File: src/rtl/raizing_snd_pkg.sv
// Shared definitions for the 68k-to-sound-CPU command link.
// Provides the transmitter FSM state encoding, the STATUS register bit
// positions and the default timing values.
package raizing_snd_pkg;

  typedef enum logic [2:0] {
    ST_IDLE   = 3'd0,
    ST_SETUP  = 3'd1,
    ST_ACK_HI = 3'd2,
    ST_ACK_LO = 3'd3,
    ST_GAPST  = 3'd4
  } snd_state_e;

  // STATUS = {OVF, TOUT, 2'b0, FULL, EMPTY, BUSY, WAIT_SYNC}
  localparam int unsigned STAT_OVF   = 7;
  localparam int unsigned STAT_TOUT  = 6;
  localparam int unsigned STAT_FULL  = 3;
  localparam int unsigned STAT_EMPTY = 2;
  localparam int unsigned STAT_BUSY  = 1;
  localparam int unsigned STAT_WAIT  = 0;

  localparam int unsigned DEF_SETUP   = 2;
  localparam int unsigned DEF_GAP     = 4;
  localparam logic [19:0] DEF_TIMEOUT = 20'hFFFFF;

endpackage

File: src/rtl/raizing_sndcmd_tx_if.sv
// Bus bundle between the 68k decoder / sound block and the command transmitter.
//   CMD_WR/CMD_DIN : 68k write strobe and command byte
//   STAT_RD/STATUS : 68k status read strobe and registered status byte
//   SOUNDLATCH     : byte presented to the sound CPU
//   Z80INT/WAIT    : request level out, receiver handshake in
//   BUSY           : FIFO non-empty or transfer in progress
// master = driver side (68k + receiver), slave = transmitter.
interface raizing_sndcmd_tx_if;
  logic       CMD_WR;
  logic [7:0] CMD_DIN;
  logic       STAT_RD;
  logic [7:0] STATUS;
  logic [7:0] SOUNDLATCH;
  logic       Z80INT;
  logic       WAIT;
  logic       BUSY;

  modport master (
    output CMD_WR, CMD_DIN, STAT_RD, WAIT,
    input  STATUS, SOUNDLATCH, Z80INT, BUSY
  );

  modport slave (
    input  CMD_WR, CMD_DIN, STAT_RD, WAIT,
    output STATUS, SOUNDLATCH, Z80INT, BUSY
  );
endinterface

File: src/rtl/raizing_sndcmd_fifo.sv
// Synchronous first-word-fall-through FIFO for command bytes.
//   i_clk, i_rst : clock, synchronous active-high reset
//   i_push/i_din : write request and data
//   i_pop        : read request (head is o_dout, valid while !o_empty)
//   o_full/o_empty : pointer-derived flags
//   o_ovf        : one-cycle pulse when a push is dropped
// Push and pop in the same cycle are both honoured, even when full.
module raizing_sndcmd_fifo #(
  parameter int unsigned DEPTH = 4,
  parameter int unsigned WIDTH = 8
) (
  input  logic             i_clk,
  input  logic             i_rst,
  input  logic             i_push,
  input  logic [WIDTH-1:0] i_din,
  input  logic             i_pop,
  output logic [WIDTH-1:0] o_dout,
  output logic             o_full,
  output logic             o_empty,
  output logic             o_ovf
);
  localparam int unsigned AW = $clog2(DEPTH);

  logic [WIDTH-1:0] r_mem [DEPTH];
  logic [AW:0]      r_wr_ptr;
  logic [AW:0]      r_rd_ptr;
  logic             w_do_push;
  logic             w_do_pop;

  assign o_empty   = (r_wr_ptr == r_rd_ptr);
  assign o_full    = (r_wr_ptr[AW] != r_rd_ptr[AW]) &&
                     (r_wr_ptr[AW-1:0] == r_rd_ptr[AW-1:0]);
  assign w_do_pop  = i_pop && !o_empty;
  // A pop in the same cycle frees the slot the push lands in.
  assign w_do_push = i_push && (!o_full || w_do_pop);
  assign o_ovf     = i_push && !w_do_push;
  assign o_dout    = r_mem[r_rd_ptr[AW-1:0]];

  always_ff @(posedge i_clk) begin
    if (i_rst) begin
      r_wr_ptr <= '0;
      r_rd_ptr <= '0;
    end else begin
      if (w_do_push) r_wr_ptr <= r_wr_ptr + 1'b1;
      if (w_do_pop)  r_rd_ptr <= r_rd_ptr + 1'b1;
    end
  end

  always_ff @(posedge i_clk) begin
    if (w_do_push) r_mem[r_wr_ptr[AW-1:0]] <= i_din;
  end
endmodule

File: src/rtl/raizing_sndcmd_tx.sv
// 68000-side transmitter of the sound-command link.
// Queues command bytes written by the 68k, presents them one at a time on
// SOUNDLATCH, raises Z80INT per byte and waits for the receiver's WAIT to
// rise and fall (each phase bounded by TIMEOUT) before a GAP of idle cycles.
//   CLK96, RESET96 : clock, synchronous active-high reset
//   bus (slave)    : CMD_WR/CMD_DIN, STAT_RD/STATUS, SOUNDLATCH, Z80INT, WAIT, BUSY
module raizing_sndcmd_tx
  import raizing_snd_pkg::*;
#(
  parameter int unsigned DEPTH   = 4,
  parameter int unsigned SETUP   = DEF_SETUP,
  parameter int unsigned GAP     = DEF_GAP,
  parameter logic [19:0] TIMEOUT = DEF_TIMEOUT
) (
  input  logic                CLK96,
  input  logic                RESET96,
  raizing_sndcmd_tx_if.slave  bus
);
  localparam logic [19:0] SETUP_LAST = 20'(SETUP - 1);
  localparam logic [19:0] GAP_LAST   = 20'(GAP - 1);
  localparam logic [7:0]  STATUS_RST = 8'(1 << STAT_EMPTY);

  snd_state_e  r_state;
  logic [19:0] r_cnt;
  logic [7:0]  r_latch;
  logic        r_z80int;
  logic        r_wait_meta;
  logic        r_wait_sync;
  logic        r_ovf;
  logic        r_tout;
  logic        r_busy;
  logic [7:0]  r_status;

  logic        w_pop;
  logic        w_full;
  logic        w_empty;
  logic        w_ovf_evt;
  logic        w_tout_evt;
  logic        w_ovf_nxt;
  logic        w_tout_nxt;
  logic        w_busy;
  logic [7:0]  w_head;
  logic [7:0]  w_status_nxt;

  raizing_sndcmd_fifo #(
    .DEPTH (DEPTH),
    .WIDTH (8)
  ) u_fifo (
    .i_clk   (CLK96),
    .i_rst   (RESET96),
    .i_push  (bus.CMD_WR),
    .i_din   (bus.CMD_DIN),
    .i_pop   (w_pop),
    .o_dout  (w_head),
    .o_full  (w_full),
    .o_empty (w_empty),
    .o_ovf   (w_ovf_evt)
  );

  always_ff @(posedge CLK96) begin
    if (RESET96) begin
      r_wait_meta <= 1'b0;
      r_wait_sync <= 1'b0;
    end else begin
      r_wait_meta <= bus.WAIT;
      r_wait_sync <= r_wait_meta;
    end
  end

  assign w_pop      = (r_state == ST_IDLE) && !w_empty;
  assign w_tout_evt = (r_cnt == TIMEOUT) &&
                      (((r_state == ST_ACK_HI) && !r_wait_sync) ||
                       ((r_state == ST_ACK_LO) &&  r_wait_sync));
  assign w_busy     = !w_empty || (r_state != ST_IDLE);

  always_ff @(posedge CLK96) begin
    if (RESET96) begin
      r_state  <= ST_IDLE;
      r_cnt    <= '0;
      r_latch  <= '0;
      r_z80int <= 1'b0;
    end else begin
      case (r_state)
        ST_IDLE: begin
          if (!w_empty) begin
            r_latch <= w_head;
            r_cnt   <= '0;
            r_state <= ST_SETUP;
          end
        end
        ST_SETUP: begin
          if (r_cnt == SETUP_LAST) begin
            r_z80int <= 1'b1;
            r_cnt    <= '0;
            r_state  <= ST_ACK_HI;
          end else begin
            r_cnt <= r_cnt + 1'b1;
          end
        end
        ST_ACK_HI: begin
          // An already-high WAIT_SYNC is accepted on entry.
          if (r_wait_sync) begin
            r_cnt   <= '0;
            r_state <= ST_ACK_LO;
          end else if (r_cnt == TIMEOUT) begin
            r_z80int <= 1'b0;
            r_cnt    <= '0;
            r_state  <= ST_GAPST;
          end else begin
            r_cnt <= r_cnt + 1'b1;
          end
        end
        ST_ACK_LO: begin
          if (!r_wait_sync || (r_cnt == TIMEOUT)) begin
            r_z80int <= 1'b0;
            r_cnt    <= '0;
            r_state  <= ST_GAPST;
          end else begin
            r_cnt <= r_cnt + 1'b1;
          end
        end
        ST_GAPST: begin
          if (r_cnt == GAP_LAST) begin
            r_cnt   <= '0;
            r_state <= ST_IDLE;
          end else begin
            r_cnt <= r_cnt + 1'b1;
          end
        end
        default: begin
          r_z80int <= 1'b0;
          r_cnt    <= '0;
          r_state  <= ST_IDLE;
        end
      endcase
    end
  end

  // Set wins over a simultaneous status-read clear.
  assign w_ovf_nxt  = w_ovf_evt  || (r_ovf  && !bus.STAT_RD);
  assign w_tout_nxt = w_tout_evt || (r_tout && !bus.STAT_RD);

  always_comb begin
    w_status_nxt             = '0;
    w_status_nxt[STAT_OVF]   = w_ovf_nxt;
    w_status_nxt[STAT_TOUT]  = w_tout_nxt;
    w_status_nxt[STAT_FULL]  = w_full;
    w_status_nxt[STAT_EMPTY] = w_empty;
    w_status_nxt[STAT_BUSY]  = w_busy;
    w_status_nxt[STAT_WAIT]  = r_wait_sync;
  end

  // Sticky bits are registered from their next value so a read clears
  // them in STATUS on the cycle right after the read.
  always_ff @(posedge CLK96) begin
    if (RESET96) begin
      r_ovf    <= 1'b0;
      r_tout   <= 1'b0;
      r_busy   <= 1'b0;
      r_status <= STATUS_RST;
    end else begin
      r_ovf    <= w_ovf_nxt;
      r_tout   <= w_tout_nxt;
      r_busy   <= w_busy;
      r_status <= w_status_nxt;
    end
  end

  assign bus.SOUNDLATCH = r_latch;
  assign bus.Z80INT     = r_z80int;
  assign bus.BUSY       = r_busy;
  assign bus.STATUS     = r_status;
endmodule

File: src/flat_wrapper.sv
// flat-port wrapper written by rule: the top's interface ports become plain ports
module raizing_sndcmd_tx_flat import raizing_snd_pkg::*;
#(
  parameter int unsigned DEPTH   = 4,
  parameter int unsigned SETUP   = DEF_SETUP,
  parameter int unsigned GAP     = DEF_GAP,
  parameter logic [19:0] TIMEOUT = DEF_TIMEOUT
)
  (CLK96, RESET96, bus_CMD_WR, bus_CMD_DIN, bus_STAT_RD, bus_WAIT, bus_STATUS, bus_SOUNDLATCH, bus_Z80INT, bus_BUSY);
  raizing_sndcmd_tx_if bus_i ();
  input  logic CLK96;
  input  logic RESET96;
  input wire logic [$bits(bus_i.CMD_WR)-1:0] bus_CMD_WR;
  input wire logic [$bits(bus_i.CMD_DIN)-1:0] bus_CMD_DIN;
  input wire logic [$bits(bus_i.STAT_RD)-1:0] bus_STAT_RD;
  input wire logic [$bits(bus_i.WAIT)-1:0] bus_WAIT;
  output wire logic [$bits(bus_i.STATUS)-1:0] bus_STATUS;
  output wire logic [$bits(bus_i.SOUNDLATCH)-1:0] bus_SOUNDLATCH;
  output wire logic [$bits(bus_i.Z80INT)-1:0] bus_Z80INT;
  output wire logic [$bits(bus_i.BUSY)-1:0] bus_BUSY;
  assign bus_i.CMD_WR = bus_CMD_WR;
  assign bus_i.CMD_DIN = bus_CMD_DIN;
  assign bus_i.STAT_RD = bus_STAT_RD;
  assign bus_i.WAIT = bus_WAIT;
  assign bus_STATUS = bus_i.STATUS;
  assign bus_SOUNDLATCH = bus_i.SOUNDLATCH;
  assign bus_Z80INT = bus_i.Z80INT;
  assign bus_BUSY = bus_i.BUSY;
  raizing_sndcmd_tx #(.DEPTH(DEPTH), .SETUP(SETUP), .GAP(GAP), .TIMEOUT(TIMEOUT)) u_core (.CLK96(CLK96), .RESET96(RESET96), .bus(bus_i));
endmodule
File: config.mk
export PLATFORM = sky130hd
export DESIGN_NAME = raizing_sndcmd_tx_flat
export DESIGN_NICKNAME = d
export VERILOG_FILES = /design/src/rtl/raizing_snd_pkg.sv /design/src/rtl/raizing_sndcmd_tx_if.sv /design/src/rtl/raizing_sndcmd_fifo.sv /design/src/rtl/raizing_sndcmd_tx.sv /design/src/flat_wrapper.sv
export SDC_FILE = /design/constraint.sdc
export NUM_CORES = 1
export LEC_CHECK = 0
export BUFFER_PORTS_ARGS = -buffer_cell sky130_fd_sc_hd__buf_2
export CORE_MARGIN = 2
export CORE_UTILIZATION = 40
export CTS_BUF_LIST = sky130_fd_sc_hd__clkbuf_4
export CTS_CLUSTER_DIAMETER = 80
export CTS_CLUSTER_SIZE = 40
export DETAILED_ROUTE_END_ITERATION = 7
export PLACE_DENSITY = 0.58
export SYNTH_ARGS = -nofsm -noshare
export SYNTH_HDL_FRONTEND = slang
export SYNTH_HIERARCHICAL = 1
export SYNTH_SLANG_ARGS = --single-unit
File: constraint.sdc
create_clock -name CLK96 -period 5.5 [get_ports CLK96]
set_input_delay 0.275 -clock CLK96 [delete_from_list [all_inputs] [get_ports CLK96]]
set_output_delay 0.275 -clock CLK96 [all_outputs]
set_load 0.01 [all_outputs]
==> flow_results.org <==
** Run status
- The flow ran to the end, and the final reports show no timing, DRC or antenna violations.

** Clock network
- In this run, post-CTS hold repair placed 0 buffers.
- After clock tree synthesis, the clock-pin slew on the worst setup and hold paths is 0.14 ns.
- Worst skew pair latency :: 0.42 ns
- After clock tree synthesis, the repair step resized 0 gates.
- Clock tree synthesis selected as its root buffer the cell clkbuf_4.
- CTS saw 80 sinks.
- In this run the number of H-tree levels came out at 3.
- Clock tree synthesis inserted a total of 9 buffers.
- The clock passes through at most 2 buffers.
- The number of setup buffers added after CTS is 0.
- CTS tree :: done

** Logic synthesis
- Among all flip-flop cells after synthesis, the most frequent one is dfxtp_1.
- For this run, the number of Yosys warnings is 6.
- Share of synthesized flip-flops with an asynchronous set or reset :: 0%
- The synthesized design contains 32 enable-type register cells.
- Post-synthesis average cell area :: 11.6 um2
- The share of the Yosys chip area taken by registers is 52.9%.
- Summing every instance area after synthesis gives 0.00363 mm2.
- In this run, synthesis produced a sequential element count of 80.
- Counting distinct cell types in the post-synthesis netlist gives 56.
- The cell count after synthesis came out at 313.

** Worst setup path
- Critical Path End :: u_core/r_cnt[6]
- Critical path peak fanout :: 9
- Depth of the most critical reg-to-reg path :: 8
- The worst setup path is captured at a flip-flop.
- The endpoint identified for the worst register-to-register timing path is u_core/r_cnt[6].
- Across all register-to-register paths, the minimum setup slack is 2.59 ns.
- Walking the worst path, the cells encountered are xnor2_2 -> nand2_1 -> nor2_1 -> nor4b_2 -> nor2_1 -> and3_1 -> xnor2_1 -> nor2_1.
- In this design, the stage delay of the slowest critical-path cell is 0.84 ns.
- Required time of the critical path :: 5.81 ns
- Startpoint type of the worst setup path :: flip-flop
- Critical-path top delay cell :: nor4b_2
- Category of the most critical setup path :: flip-flop to flip-flop
- In this run the worst setup path begins at u_core/u_fifo/r_wr_ptr[1].
- R2R Path Start :: u_core/u_fifo/r_wr_ptr[1]
- STA puts the critical path data arrival time at 3.22 ns.
- Cell occurring most often along the worst timing path :: nor2_1

** Place
- Detail Placement HPWL :: 4610 um
- Timing analysis after detailed placement gives a worst setup slack of 2.64 ns.
- In this run the tool buffered the top-level ports with 28 buffer cells.
- Cell area reported after detailed placement :: 0.00385 mm2
- Once placement completed, the tool counted placed cells totaling 437.
- Routability-driven placement finished with a final weighted congestion of 0.802.

** Timing
- The final max-slew violation count is 0.
- Setup repair after global routing left no endpoint under its margin.
- Shortest clock period the worst path allows after layout :: 2.91 ns
- Setup violations remaining at the end of the flow were counted as 0.
- Part of the cycle the worst path needs :: 52.9%
- Clock Skew :: 0.00918 ns
- In this run the tightest slew margin relative to its limit is 35.6%.
- Total Neg Setup Slack :: 0 ns
- Fmax :: 344 MHz
- Final worst-path setup slack :: 2.59 ns
- On the final layout, the worst hold slack is 0.0546 ns.
- At the pin with the least slew margin, the transition time is 0.963 ns.
- The final number of hold-violating endpoints was 0.

** Global route
- The number of antenna violations at the first check in global routing is 0.
- GR Overflow Total :: 0
- The number of global-route vias before repair came to 2308.
- The first global-routing pass estimated 11400 um of wire.
- Entering global routing, the biggest net connects 35 pins.
- Overall fraction of global-route tracks in use :: 14.8%

** Power and ir drop
- Total chip power :: 1.59 mW
- Power density relative to cell area :: 398 mW/mm2
- Highest ir drop seen on vdd :: 225 uV
- Leakage power summed over all cells :: 1.45 nW

** Detailed routing
- Count of unresolved DRC violations after routing :: 0
- Detailed routing inserted a total of 2404 vias.
- For this run, the detailed router's first-pass iteration total came to 4.
- Dividing the detail-routed via count by the number of cells gives 5.31.
- After detailed routing, the average wire length per cell comes to 15.1 um.
- Remaining antenna violation count after routing :: 0
- For this block, the initial DRC count from the detailed router was 95.
- For this block, the routed nets add up to 6830 um of wire.

** Floorplanning
- The die covers 0.00986 mm2.
- Starting utilization of the core area :: 41.4%
- Ports placed on the boundary :: 31
- Die Span Y :: 99.3 um
- Placeable Area :: 0.00876 mm2
- The floorplan has 34 rows.
- Die extent in x :: 99.3 um

** Hold path
- Number of stages on the worst hold path :: 2
- Worst hold path class :: input pin to flip-flop

** Finish
- Once layout is complete, the cells apart from fillers number 453.
- At the end of the flow the core is filled with cells to 45.7%.
- In the layout the commonest cells are dfxtp_1 (48), nor2_1 (33), edfxtp_1 (32), buf_2 (28), nand2_1 (16).
- For this run, the post-layout net count is 360.
- Number of diodes added for antenna fixing :: 0
- Most common cell after layout, fill and taps aside :: dfxtp_1
- Area added between synthesis and finish :: 10.2%
- With fillers left out, the area of the finished cells amounts to 0.00400 mm2.
- Layout cells sized above 1 :: 23.5%

** Run
- Across the run, the number of max-cap violations was 0.
## how the worst min path moves through the flow
stage / slack (ns) / end / startpoint
CTS: 0.03 / u_core/r_wait_meta / bus_WAIT
finish: 0.05 / u_core/r_wait_meta / bus_WAIT
floorplan: 0.37 / u_core/u_fifo/r_mem[0][0] / bus_CMD_DIN[0]
global route: 0.02 / u_core/u_fifo/r_mem[1][0] / bus_CMD_DIN[0]
global placement: 0.42 / u_core/r_wait_sync / u_core/r_wait_meta
detailed placement: 0.43 / u_core/r_wait_sync / u_core/r_wait_meta
## report_power, final
group	internal [mW]	switching [mW]	total (mW)	leakage (nW)
combinational	0.200	0.259	0.459	0.680
clock	0.150	0.229	0.379	0.0849
sequential	0.683	0.0729	0.756	0.684
total	1.03	0.560	1.59	1.45
## cell families (layout without fill, tap and decap cells)
logic type               count (synthesis)  count (layout)  share of synthesized area (%)
AND/OR/NAND/NOR                        123             123                           19.0
flip-flops                              80              80                           52.9
AO/OA/AOI/OAI                           32              32                           7.48
buffers and inverters                   28              59                           3.65
multiplexers                            22              22                           8.96
XOR/XNOR                                20              20                           5.44
adder cells (fa/ha/maj)                  7               7                           2.41
other                                    1               2                          0.103
## worst max-delay path, delay by kind of cell (launching register included)
kind,cells,cell delay (ns)
DFF,1,0.40
and+or+nand+nor,6,1.91
xor gates and xnor gates,2,0.48
## sequential cells by signal, summed over array words and instances (netlist names), 3 cells and up, named ones only
signal                  flops
u_core/r_state              3
u_core/bus.SOUNDLATCH       8
u_core/u_fifo/r_wr_ptr      3
u_core/bus.STATUS           5
u_core/u_fifo/r_mem        32
u_core/u_fifo/r_rd_ptr      3
u_core/r_cnt               20
## cells in the mapped netlist, drive strengths merged (8+ instances only)
cell / n / share of area (%)
nand4: 10 / 1.7
nand2: 16 / 1.7
mux4: 8 / 5.0
nor2b: 8 / 1.4
nor2: 43 / 5.1
inv: 13 / 1.3
buf: 9 / 1.7
xor2: 13 / 3.3
mux2i: 10 / 2.8
dfxtp: 48 / 26
edfxtp: 32 / 26
a21oi: 8 / 1.2
## final cells by class
class	count	area (um2)
fill	837	4760
tap	108	135
multi-input combinational	206	1590
sequential	80	1920
timing repair buffer	30	155
clock buffer	9	67.6
inverter	13	48.8
clock inverter	7	87.6
## metal layers
layer,share of wire (%),GRT usage (%),vias to the layer above
met5,0,0,-
met1,47,19.3,1156
met3,4.8,3.94,4
met2,48,24.2,59
li1,-,-,1185
met4,0.75,4.43,0
Power figures use the tool's default switching activity.
